File: src/rtl/keypad_pkg.sv
// Shared types and constants for the 4x4 keypad scanner: FSM states,
// scan-position-to-key map and entry-register command codes.
package keypad_pkg;

   typedef enum logic [1:0] {
      S_IDLE,
      S_DEBOUNCE,
      S_PRESSED,
      S_RELEASE
   } key_state_t;

   // Nibble at scan index 4*column+row holds that position's key code.
   localparam logic [63:0] KEY_MAP = 64'hDCBA_F963_0852_E741;

   localparam logic [3:0] KEY_CLEAR = 4'hA;
   localparam logic [3:0] KEY_BACK  = 4'hB;

   function automatic logic [3:0] key_code(input logic [3:0] idx);
      return KEY_MAP[{idx, 2'b00} +: 4];
   endfunction

endpackage

File: src/rtl/keypad_entry.sv
// Four-digit entry register fed by accepted keys. Define KEYPAD_HEX_EN to shift
// in all sixteen codes as hex digits; otherwise decimal entry with A/B commands.
module keypad_entry
   import keypad_pkg::*;
(
   input  logic       Clk,
   input  logic       nReset,
   input  logic [3:0] KeyCode,
   input  logic       KeyValid,
   output logic [3:0] BCD3,
   output logic [3:0] BCD2,
   output logic [3:0] BCD1,
   output logic [3:0] BCD0
);

   always_ff @(posedge Clk or negedge nReset) begin
      if (!nReset) begin
         BCD3 <= '0;
         BCD2 <= '0;
         BCD1 <= '0;
         BCD0 <= '0;
      end else if (KeyValid) begin
`ifdef KEYPAD_HEX_EN
         BCD3 <= BCD2;
         BCD2 <= BCD1;
         BCD1 <= BCD0;
         BCD0 <= KeyCode;
`else
         if (KeyCode <= 4'd9) begin
            BCD3 <= BCD2;
            BCD2 <= BCD1;
            BCD1 <= BCD0;
            BCD0 <= KeyCode;
         end else if (KeyCode == KEY_CLEAR) begin
            BCD3 <= '0;
            BCD2 <= '0;
            BCD1 <= '0;
            BCD0 <= '0;
         end else if (KeyCode == KEY_BACK) begin
            BCD3 <= '0;
            BCD2 <= BCD3;
            BCD1 <= BCD2;
            BCD0 <= BCD1;
         end
`endif
      end
   end

endmodule

File: src/rtl/keypad_scanner.sv
// 4x4 keypad column scanner with scan-level debounce and digit entry register.
// Entry behaviour depends on KEYPAD_HEX_EN (see keypad_entry).
module keypad_scanner
   import keypad_pkg::*;
#(
   parameter int unsigned SCAN_DIV = 131072,
   parameter int unsigned DEBOUNCE = 4
) (
   input  logic       Clk,
   input  logic       nReset,
   input  logic [3:0] Rows,
   output logic [3:0] Columns,
   output logic [3:0] KeyCode,
   output logic       KeyValid,
   output logic [3:0] BCD3,
   output logic [3:0] BCD2,
   output logic [3:0] BCD1,
   output logic [3:0] BCD0
);

   localparam int unsigned SW = $clog2(SCAN_DIV);
   localparam int unsigned CW = $clog2(DEBOUNCE + 1);

   logic [3:0]    rows_s1;
   logic [3:0]    rows_s2;
   logic [SW-1:0] scan_cnt;
   logic [1:0]    col;
   logic [15:0]   snap;
   logic          scan_done;
   logic          tc;
   key_state_t    state;
   logic [3:0]    cand;
   logic [CW-1:0] stable;
   logic [4:0]    ones;
   logic [3:0]    hit;
   logic          single;
   logic          none;

   assign tc = (scan_cnt == SW'(SCAN_DIV - 1));

   always_ff @(posedge Clk or negedge nReset) begin
      if (!nReset) begin
         rows_s1   <= '1;
         rows_s2   <= '1;
         scan_cnt  <= '0;
         col       <= '0;
         Columns   <= 4'hE;
         snap      <= '0;
         scan_done <= 1'b0;
      end else begin
         rows_s1   <= Rows;
         rows_s2   <= rows_s1;
         scan_done <= tc && (col == 2'd3);
         if (tc) begin
            scan_cnt                 <= '0;
            snap[{col, 2'b00} +: 4] <= ~rows_s2;
            col                      <= col + 2'd1;
            Columns                  <= {Columns[2:0], Columns[3]};
         end else begin
            scan_cnt <= scan_cnt + SW'(1);
         end
      end
   end

   always_comb begin
      ones = '0;
      hit  = '0;
      for (int unsigned i = 0; i < 16; i++) begin
         if (snap[i]) begin
            ones = ones + 5'd1;
            hit  = 4'(i);
         end
      end
      single = (ones == 5'd1);
      none   = (ones == 5'd0);
   end

   // Evaluated one cycle after column 3 is captured, so snap holds a whole scan.
   always_ff @(posedge Clk or negedge nReset) begin
      if (!nReset) begin
         state    <= S_IDLE;
         cand     <= '0;
         stable   <= '0;
         KeyCode  <= '0;
         KeyValid <= 1'b0;
      end else begin
         KeyValid <= 1'b0;
         if (scan_done) begin
            case (state)
               S_IDLE: begin
                  if (single) begin
                     cand   <= hit;
                     stable <= CW'(1);
                     if (DEBOUNCE == 1) begin
                        state    <= S_PRESSED;
                        KeyValid <= 1'b1;
                        KeyCode  <= key_code(hit);
                     end else begin
                        state <= S_DEBOUNCE;
                     end
                  end
               end
               S_DEBOUNCE: begin
                  if (single && hit == cand) begin
                     if (stable + CW'(1) == CW'(DEBOUNCE)) begin
                        state    <= S_PRESSED;
                        KeyValid <= 1'b1;
                        KeyCode  <= key_code(cand);
                     end else begin
                        stable <= stable + CW'(1);
                     end
                  end else begin
                     state <= S_IDLE;
                  end
               end
               S_PRESSED: begin
                  if (none) begin
                     stable <= CW'(1);
                     state  <= (DEBOUNCE == 1) ? S_IDLE : S_RELEASE;
                  end
               end
               S_RELEASE: begin
                  if (none) begin
                     if (stable + CW'(1) == CW'(DEBOUNCE)) begin
                        state <= S_IDLE;
                     end else begin
                        stable <= stable + CW'(1);
                     end
                  end else begin
                     state <= S_PRESSED;
                  end
               end
               default: state <= S_IDLE;
            endcase
         end
      end
   end

   keypad_entry u_entry (
      .Clk      (Clk),
      .nReset   (nReset),
      .KeyCode  (KeyCode),
      .KeyValid (KeyValid),
      .BCD3     (BCD3),
      .BCD2     (BCD2),
      .BCD1     (BCD1),
      .BCD0     (BCD0)
   );

endmodule
File: config.mk
export PLATFORM = sky130hd
export DESIGN_NAME = keypad_scanner
export DESIGN_NICKNAME = d
export VERILOG_FILES = /design/src/rtl/keypad_pkg.sv /design/src/rtl/keypad_entry.sv /design/src/rtl/keypad_scanner.sv
export SDC_FILE = /design/constraint.sdc
export NUM_CORES = 1
export LEC_CHECK = 0
export CORE_ASPECT_RATIO = 0.9
export CORE_MARGIN = 5
export CORE_UTILIZATION = 50
export CTS_BUF_LIST = sky130_fd_sc_hd__clkbuf_8
export CTS_CLUSTER_SIZE = 30
export DETAILED_ROUTE_END_ITERATION = 16
export PLACE_DENSITY_LB_ADDON = 0.12
export SLEW_MARGIN = 10
export SYNTH_ARGS = -nofsm -noshare
export SYNTH_HDL_FRONTEND = slang
export SYNTH_SLANG_ARGS = --single-unit
File: constraint.sdc
create_clock -name Clk -period 17.6 [get_ports Clk]
set_clock_uncertainty 0.15 [all_clocks]
set_input_delay 3.52 -clock Clk [delete_from_list [all_inputs] [get_ports Clk]]
set_output_delay 3.52 -clock Clk [all_outputs]
set_load 0.05 [all_outputs]
==> flow_summary.ini <==
[status]
status = complete, no violations

[route]
drtAntennaViolNets = 0
drtIter0Drc = 277
avgViaCountPerCell = 5.619
dr.pass1.iters = 4
remaining_drc_errors = 0
routed_wl_mm = 11.09
vias = 4321
avgRoutedWirePerCell_um = 14.42

[global_route]
grt_pass1_wl_mm = 19.46
antenna_found_initial = 0
grt_use_met2_pct = 28.12
use_met3_pct = 2.908
grt_max_degree = 79
overflow = 0
met1_usage_pct = 25.27
top_usage_layer = met2
first_global_vias = 4071
track_usage_pct = 17.75

[critical_path]
cp.buffers_inverters = 4
startpoint_type = register
cp-end-kind = register
crit_required_ns = 17.69
path_common_cell = ha_1
path_max_fanout = 6
path_delay_family = adder cells
cpPeakStageDelay_ns = 0.58
arrival_ns = 11.15
path_class = reg -> reg
crit_slowest_cell = or4_1

[clocking]
cts_resized = 0
numCtsBuffers = 9
htree_num_levels = 3
clk_pin_slew_ns = 0.08
cts_buffer_depth = 2
clock_latency_ns = 0.35
cts_tree = yes
clock_sinks = 78
cts_hold_buf = 0
root_buffer = clkbuf_8
post_cts_buffers = 0

[synth]
ys_async_sr_fraction_pct = 100.0
synth_seq_area_share_pct = 35.28
synth-edff-count = 0
syn_area_per_cell_um2 = 9.301
ys_ff_latch = 78
synth.distinct_cells = 82
synthCells = 599
yosysWarnings = 0
synth_top_flop_cell = dfrtp_1
netlist_area_um2 = 5572
syn-num-nets = 629

[timing]
hold_viol = 0
setup_tns_ns = 0
finalCritPeriodShare_pct = 62.84
slew_headroom_pct = 35.27
rsz0062_at_grt = false
drv_slew = 0
max_slew.worst_pin.slew_ns = 0.9709
finalCriticalPeriod_ns = 11.06
setup_viol = 0
max_freq_ghz = 0.09042

[final_layout]
layout.nets = 643
final_common_cell = nand2_1
syn2layout_area_growth_pct = 9.971
layout.cells.non_filler = 769
drive_gt1_share_pct = 11.18
diodes = 0
mostFrequentLayoutCells = nand2_1, dfrtp_1, nor2_1

[die]
start_util_pct = 51.33
fp-row-count = 36
ios = 31
design.core.area_um2 = 10860
die_h_um = 110.1
die-area_um2 = 13360
die_w_um = 121.3

[min_path]
hold_class = reg -> reg

[pwr]
peakVddDrop_uv = 57.78
power_density_nw_per_um2 = 50.06
p_leak_nw = 2.711

[place]
portBuffers = 30
gp_congestion = 0.8249
place_inst = 754
hpwl_mm = 8.239

[flow_run]
cap_viol_max_count = 0
## sequential cells by signal (all words and copies together) (netlist names)
signal        cells
state             2
u_entry.BCD1      4
u_entry.BCD0      4
cand              4
scan_done         1
col               2
rows_s2           4
stable            3
scan_cnt         17
snap             16
u_entry.BCD2      4
KeyValid          1
KeyCode           4
u_entry.BCD3      4
rows_s1           4
Columns           4
## synthesized netlist by cell type (11+ instances only)
| library cell | instances | area share [%] |
|---|---|---|
| o31ai_1 | 19 | 2.6 |
| dfstp_2 | 11 | 5.2 |
| o21ai_0 | 18 | 1.6 |
| inv_1 | 26 | 1.8 |
| nand2_1 | 80 | 5.4 |
| nor2_1 | 40 | 2.7 |
| xor2_1 | 21 | 3.3 |
| nor3_1 | 13 | 1.2 |
| dfrtp_1 | 67 | 30 |
| a21oi_1 | 24 | 2.2 |
| nand3_1 | 15 | 1.3 |
| xnor2_1 | 25 | 3.9 |
| clkbuf_1 | 22 | 1.5 |
| ha_1 | 24 | 5.4 |
## cell type report
cell class	instances	area, um2
Timing Repair Buffer	30	297.8
Tap cell	152	190.2
Clock buffer	11	151.4
Inverter	31	123.9
Clock inverter	4	23.77
Multi-Input combinational cell	463	3374
Fill cell	934	4728
Sequential cell	78	1966
## logic make-up (layout without fill, tap and decap cells)
family                     count (synthesis)  in the layout  share of synthesized area, %
and+or+nand+nor                          218            218                         19.94
AOI/OAI and AO/OA                        141            141                         18.33
xor gates and xnor gates                  61             61                         13.09
DFF                                       78             78                         35.28
muxes                                     19             19                         3.818
buffers and inverters                     58             76                         4.155
adders and majority gates                 24             24                         5.390
## power by group
group / internal [mW] / switching, mW / total (mW)
clock: 0.0574 / 0.0634 / 0.121
sequential: 0.181 / 0.000799 / 0.182
combinational: 0.000906 / 0.00340 / 0.00430
## worst paths after layout
kind / to / depth (start not counted) / slack (ns) / start
worst max-delay path: KeyCode[0] / 49 / 6.54 / snap[0]
worst min-delay path: rows_s2[1] / 0 / 0.20 / rows_s1[1]
worst max register to register: KeyCode[0] / 49 / 6.54 / snap[0]
worst min register to register: rows_s2[1] / 0 / 0.20 / rows_s1[1]
max in group asynchronous: u_entry.BCD1[3] / 1 / 13.53 / nReset
min in group asynchronous: scan_cnt[12] / 1 / 3.14 / nReset
## routing by layer
layer  part of all wire, %  wire length [um]  vias up
li1                      -                 -     2190
met1                    51              5691     2075
met2                    45              5025       43
met3                   2.1               237       13
met4                   1.2               133        0
met5                     0                 0        -
## stage by stage
step / instance area (um2) / setup slack, ns / hold WS [ns] / power, mW / util, %
final: 6127 / 6.541 / 0.1997 / 0.3067 / 56.44
after global routing: 6127 / 5.691 / 0.2144 / 0.3208 / 56.44
after detailed placement: 5952 / 6.610 / 0.1968 / 0.1897 / 54.83
after global placement: 5952 / 7.114 / 0.1963 / 0.1897 / 54.83
after floorplan: 5572 / 7.547 / 0.1952 / 0.1847 / -
after CTS: 6127 / 6.569 / 0.2029 / 0.3109 / 56.44
(Power assumes the default switching activity.)
